### src/rtl/sqrt_recon.sv
// Square-root result reconstruction: computes root*root + rem with a serial shift-add
// multiplier and flags remainders larger than 2*root as an inconsistent sqrt result.
module sqrt_recon (
    input  logic        clock,
    input  logic        reset,
    input  logic        enable,
    input  logic        in_valid,
    output logic        in_ready,
    input  logic [7:0]  root,
    input  logic [8:0]  rem,
    output logic        out_valid,
    input  logic        out_ready,
    output logic [15:0] radicand,
    output logic        error
);

    typedef enum logic [1:0] {IDLE, MUL, ADD, DONE} state_t;

    state_t      state_q, state_d;
    logic [7:0]  mcand_q, mcand_d;
    logic [7:0]  mplier_q, mplier_d;
    logic [8:0]  rem_q, rem_d;
    logic [15:0] acc_q, acc_d;
    logic [2:0]  cnt_q, cnt_d;
    logic [15:0] radicand_q, radicand_d;
    logic        error_q, error_d;

    always_ff @(posedge clock or negedge reset) begin
        if (!reset) begin
            state_q    <= IDLE;
            mcand_q    <= '0;
            mplier_q   <= '0;
            rem_q      <= '0;
            acc_q      <= '0;
            cnt_q      <= '0;
            radicand_q <= '0;
            error_q    <= 1'b0;
        end else begin
            state_q    <= state_d;
            mcand_q    <= mcand_d;
            mplier_q   <= mplier_d;
            rem_q      <= rem_d;
            acc_q      <= acc_d;
            cnt_q      <= cnt_d;
            radicand_q <= radicand_d;
            error_q    <= error_d;
        end
    end

    always_comb begin
        state_d    = state_q;
        mcand_d    = mcand_q;
        mplier_d   = mplier_q;
        rem_d      = rem_q;
        acc_d      = acc_q;
        cnt_d      = cnt_q;
        radicand_d = radicand_q;
        error_d    = error_q;
        if (enable) begin
            case (state_q)
                IDLE: begin
                    if (in_valid) begin
                        state_d  = MUL;
                        mcand_d  = root;
                        mplier_d = root;
                        rem_d    = rem;
                        acc_d    = '0;
                        cnt_d    = '0;
                    end
                end
                MUL: begin
                    if (mplier_q[0])
                        acc_d = acc_q + ({8'h00, mcand_q} << cnt_q);
                    mplier_d = mplier_q >> 1;
                    cnt_d    = cnt_q + 3'd1;
                    if (cnt_q == 3'd7)
                        state_d = ADD;
                end
                ADD: begin
                    // Result registers are written only here so IDLE keeps the last answer.
                    acc_d      = acc_q + {7'h00, rem_q};
                    radicand_d = acc_q + {7'h00, rem_q};
                    error_d    = (rem_q > {mcand_q, 1'b0});
                    state_d    = DONE;
                end
                DONE: begin
                    if (out_ready)
                        state_d = IDLE;
                end
                default: state_d = IDLE;
            endcase
        end
    end

    always_comb begin
        in_ready  = (state_q == IDLE) && enable;
        out_valid = (state_q == DONE);
        radicand  = radicand_q;
        error     = error_q;
    end

endmodule
### config.mk
export PLATFORM = sky130hd
export DESIGN_NAME = sqrt_recon
export DESIGN_NICKNAME = d
export VERILOG_FILES = /design/src/rtl/sqrt_recon.sv
export SDC_FILE = /design/constraint.sdc
export NUM_CORES = 1
export LEC_CHECK = 0
export BUFFER_PORTS_ARGS = -buffer_cell sky130_fd_sc_hd__clkbuf_2
export CAP_MARGIN = 10
export CORE_MARGIN = 3
export CORE_UTILIZATION = 30
export DETAILED_ROUTE_END_ITERATION = 10
export PLACE_DENSITY = 0.56
export SETUP_SLACK_MARGIN = 0.5
export SYNTH_ARGS = -nofsm -noshare
export SYNTH_HDL_FRONTEND = slang
export SYNTH_SLANG_ARGS = --single-unit
### constraint.sdc
create_clock -name clock -period 3.14 [get_ports clock]
set_clock_uncertainty 0.2 [all_clocks]
set_input_delay 0.314 -clock clock [delete_from_list [all_inputs] [get_ports clock]]
set_output_delay 0.314 -clock clock [all_outputs]
set_load 0.02 [all_outputs]
# --- Yosys cells after proc, flatten, opt, wreduce, memory -nomap -nowiden ---
# Index checks and enable logic that the tools add are counted.
totals:
  in_bits: 22
  wordCells: 41
  register_bits: 63
  output_inout_bits: 19
classes:
  addsub: 3
  muxes: 11
  eq_ne: 8
  magnitude_cmp: 1
  shift: 1
  n_reduce_logical: 9
op_table:
  columns: ["cell", "n"]
  rows:
  - ["$pmux 16 s3", 1]
  - ["$mux 16", 2]
  - ["$add 16x16->16", 1]
  - ["$add 16x9->16", 1]
  - ["$pmux 8 s2", 1]
  - ["$shl 8x3->16", 1]
  - ["$gt 9x9->1", 1]
  - ["$mux 8", 1]
  - ["$pmux 2 s4", 1]
  - ["$reduce_and 4->1", 2]
  - ["$mux 2", 3]
  - ["$ne 2x2->1 const B", 3]
  - ["$pmux 3 s2", 1]
  - ["$reduce_and 3->1", 2]
  - ["$eq 2x2->1 const B", 2]
  - ["$add 3x1->3 const B", 1]
  - ["$eq 3x3->1 const B", 1]
  - ["$mux 3", 1]
  - ["$reduce_bool 3->1", 1]
  - ["$eq 2x1->1 const B", 1]
  - ["$logic_not 2->1", 1]
  - ["$ne 2x1->1 const B", 1]
  - ["$reduce_and 2->1", 1]
  - ["$reduce_bool 2->1", 1]
  - ["$logic_and 1x1->1", 1]

# --- Longest topological paths before layout ---
logic_depth:
  word_depth: 4
  mapped_depth: 14
  ltp_nobuf: 13

# --- Worst setup path after synthesis ---
# OpenSTA, ideal clock, no wires.
synth_path:
  path_kind: "register to register"
  from: "register cnt_q[0]"
  to: "register acc_q[15]"
  setup_ns: 0.139
  slack_ns: -0.196
  t_arrival_ns: 2.998
  path_buffers: 1
  synth_period_minus_slack_ns: 3.336
  required_ns: 2.801
  stages_incl_launch_ff: 12
  cell_sequence: "dfrtp_1 -> buf_1 -> mux2i_1 -> nand2_1 -> o21ai_0 -> o22ai_1 -> ha_1 -> and3_4 -> a221o_1 -> o21bai_4 -> o311a_1 -> or4_1"
synth_via:
  elab_chain_cells: 4
synth_lines:
  columns: ["element", "line_no", "text"]
  rows:
  - ["start, declared", "24", "logic [2:0] cnt_q, cnt_d;"]
  - ["start signal, assigned", "44", "cnt_q <= cnt_d;"]
  - ["$shl 8x3->16", "73", "acc_d = acc_q + ({8'h00, mcand_q} << cnt_q);"]
  - ["$add 16x16->16", "73", null]
  - ["$mux 16", "72", "if (mplier_q[0])"]
  - ["$pmux 16 s3", "60", "case (state_q)"]
  - ["end signal, assigned", "34", "acc_q <= '0;"]
  - ["end signal, assigned", "43", "acc_q <= acc_d;"]
  - ["end, declared", "23", "logic [15:0] acc_q, acc_d;"]
# No other way between the ends. The select of a mux whose other input is x is not followed.
# A chain may end at the register's enable or synchronous reset.

# --- Worst setup path after layout ---
# Ends and elaborated chain as after synthesis.

==> summary.md <==
| Metric | Value |
|---|---|
| Outcome | `finished clean` |
| Nets | `600` |
| Vias in the first global route | `3847` |
| Worst Max-Slew Pin Slew | `0.803 ns` |
| Distinct cells, synth | `58` |
| Final Hold Viols | `0` |
| FMAX | `about 0.32 GHz` |
| Synth Area per Inst | `9.29 um2` |
| CTS tree | `built` |
| CP endpoint | `acc_q[15]` |
| Non-Filler Instances | `722` |
| Max-cap violations | `0` |
| Max VDD drop | `about 480 uV` |
| Layout cell share with drive strength beyond 1 | `between 20 and 30%` |
| Gr usage total | `14.8%` |
| Ys async rst share | `100%` |
| # IOs | `41` |
| WS Path Type | `flip-flop to flip-flop` |
| Sw Pwr | `0.00287 W` |
| Clock sink total | `63` |
| Commonest non-fill, non-tap cells in the layout | `nand2_1 (62), dfrtp_1 (62), clkbuf_2 (40)` |
| Crit. Startpoint | `cnt_q[0]` |
| Post-synthesis sequential area ratio | `36.1%` |
| Clock root cell | `clkbuf_16` |
| Flop2flop setup slack | `0.01 ns` |
| Die Area | `16000 um2` |
| Startpoint Class | `flip-flop` |
| Fin area | `5440 um2` |
| Setup violators final | `0` |
| Internal | `0.00341 W` |
| Die width | `127 um` |
| P_leak | `2.54 nW` |
| Initial antenna violation count | `0` |
| Post-Synth XOR/XNOR Area | `under 10%` |
| Setup WS post-layout | `0.0148 ns` |
| Worst r2r src | `cnt_q[0]` |
| Vias | `3720` |
| Unrepaired setup endpoints after global routing | `yes` |
| I/O Buffers | `40` |
| Multiplexer area fraction after synthesis | `9.80%` |
| Min-Delay Path Class | `primary input to flip-flop` |
| Largest net degree at the start of global routing | `64` |
| Compound-gate portion of the synthesized area | `approximately a fifth` |
| Effective utilization at floorplan | `just over 30%` |
| Die height | `127 um` |
| Combinational share of power | `61.8%` |
| ANT nets after route | `0` |
| CORE AREA | `between 10000 and 15000 um2` |
| EDFF count, synth | `0` |
| Critical path required time | `approximately 3.1 ns` |
| # H-tree levels | `3` |
| Row cnt | `43` |
| Adder-Cell Fraction of Synth Area | `11.8%` |
| Reg clk slew, reported paths | `approximately 0.05 ns` |
| CP arrival | `roughly 3.1 ns` |
| Simple-Gate Fraction of Synth Area | `between 10% and 20%` |
| Routability cong. | `0.900` |
| Syn. warnings | `0` |
| Iter 0 DRT Violations | `139` |
| Worst reg2reg endpoint | `acc_q[15]` |
| First-pass GRT wire length | `around 19 mm` |
| TritonCTS buffer count | `9` |
| CTS max path bufs | `2` |
| Post-DP HPWL | `8.79 mm` |
| Clock Latency Late Sink | `0.33 ns` |
| Post-synthesis register bit count | `63` |
| Area of the mapped netlist | `4370 um2` |
| # diodes | `0` |
| Clock network power share | `14.2%` |
| Most used DFF post-synth | `dfrtp_1` |
| Tmin final | `3.13 ns` |
| Final core occ | `38.7%` |
| Final worst-path cycle share | `99.5%` |
| DP Cell Count | `700` |
| Routed len/inst | `16.2 um` |
| Seq pwr share | `24.0%` |
| Cells after Synth | `470` |
| Sw frac | `45.7%` |
| Slew Viols, Final | `0` |
| DRC Markers | `0` |
| Vias per cell | `between 5 and 6` |
| GRT overflow | `0` |
| Pwr Total | `0.00628 W` |
| DP Area | `4940 um2` |
| Post-Route WL | `11.7 mm` |
| Max_slew headroom | `46.4%` |
| Post-synthesis net count | `532` |
| Area Growth Syn to Fin | `24.5%` |
| Worst setup EP type | `flip-flop` |
| Pwr Density | `1150 nW/um2` |
| Max Fanout on Critical Path | `7` |
| Drt pass-1 iters | `4` |
| R2R cell count | `10` |
| Largest family of logic cells by synthesized area | `compound AO/OA/AOI/OAI gates` |
| Place WS | `-0.111 ns` |
-- worst max-delay path, cell delays in order, from the launching register on --
cell      delay [ns]
dfrtp_2         0.48
mux2i_2         0.26
nand2_1         0.10
o21ai_2         0.08
o22ai_1         0.10
ha_1            0.34
and3_4          0.18
a221o_1         0.33
o21bai_4        0.18
o311a_1         0.28
or4_1           0.47
-- registers in the layout (all words and copies together), names as in the netlist --
name      flops
acc_q        16
rem_q         9
mplier_q      8
cnt_q         3
mcand_q       8
state_q       2
error         1
radicand     16
-- how the worst min path moves through the flow --
stage                            from           to  cells past startpoint
after floorplan                 reset     acc_q[0]                      0
after global placement          error        error                      2
after detailed placement  radicand[1]  radicand[1]                      2
after CTS                      rem[7]     rem_q[7]                      2
after global routing           rem[6]     rem_q[6]                      2
final                          rem[5]     rem_q[5]                      2
-- cells in the mapped netlist, drive strengths merged, types with 7 or more instances --
master | count | area, um2
nand3 | 7 | 35.0
mux2 | 22 | 248
a21o | 9 | 67.6
inv | 19 | 71.3
clkbuf | 16 | 60.1
nor2 | 16 | 60.1
a21oi | 16 | 80.1
dfrtp | 63 | 1580
o21ai | 56 | 280
nand2 | 64 | 243
mux2i | 18 | 180
nor3 | 8 | 40.0
xnor2 | 12 | 105
ha | 38 | 475
xor2 | 12 | 105
-- what timing repair did --
item	in CTS	in global routing
buffers inserted	4	2
gates resized for setup	26	26
pin swaps	12	14
hold buffers	1	0
hold endpoints to repair	21	0
setup endpoints to repair	13	15
-- layer usage --
| layer | track usage (%) | part of all wire (%) | up-vias |
|---|---|---|---|
| met5 | 0 | 0 | - |
| met2 | 23.3 | 45 | 72 |
| met1 | 19.6 | 49 | 1781 |
| li1 | - | - | 1848 |
| met4 | 5.11 | 2.1 | 0 |
| met3 | 4.29 | 4.6 | 19 |
-- layout make-up --
| cell class | count | area [um2] |
|---|---|---|
| Clock inverter | 4 | 22.5 |
| Multi-Input combinational cell | 369 | 2820 |
| Tap cell | 180 | 225 |
| Clock buffer | 11 | 243 |
| Inverter | 19 | 71.3 |
| Timing Repair Buffer | 76 | 484 |
| Sequential cell | 63 | 1580 |
| Fill cell | 1393 | 8600 |
-- kinds of logic after synthesis --
group           Yosys count
buf+inv                  38
compound gates          139
simple gates            126
mux                      40
flops                    63
xor+xnor                 24
fa+ha+maj                40
-- per-stage QoR --
step	hold slack [ns]	TNS [ns]
detailed placement	0.271	-0.206
floorplan	-0.182	0
CTS	0.00641	0
finish	0.0145	0
global placement	0.261	-0.0388
global route	0.0128	-0.0993
-- power groups by stage --
stage	clock (W)	combinational, W	sequential, W
after floorplan	0	0.00240	0.00145
after global placement	0	0.00343	0.00148
after detailed placement	0	0.00350	0.00150
after CTS	0.000923	0.00369	0.00149
after global routing	0.000957	0.00430	0.00156
final	0.000894	0.00388	0.00151
Power figures use the tool's default switching activity.
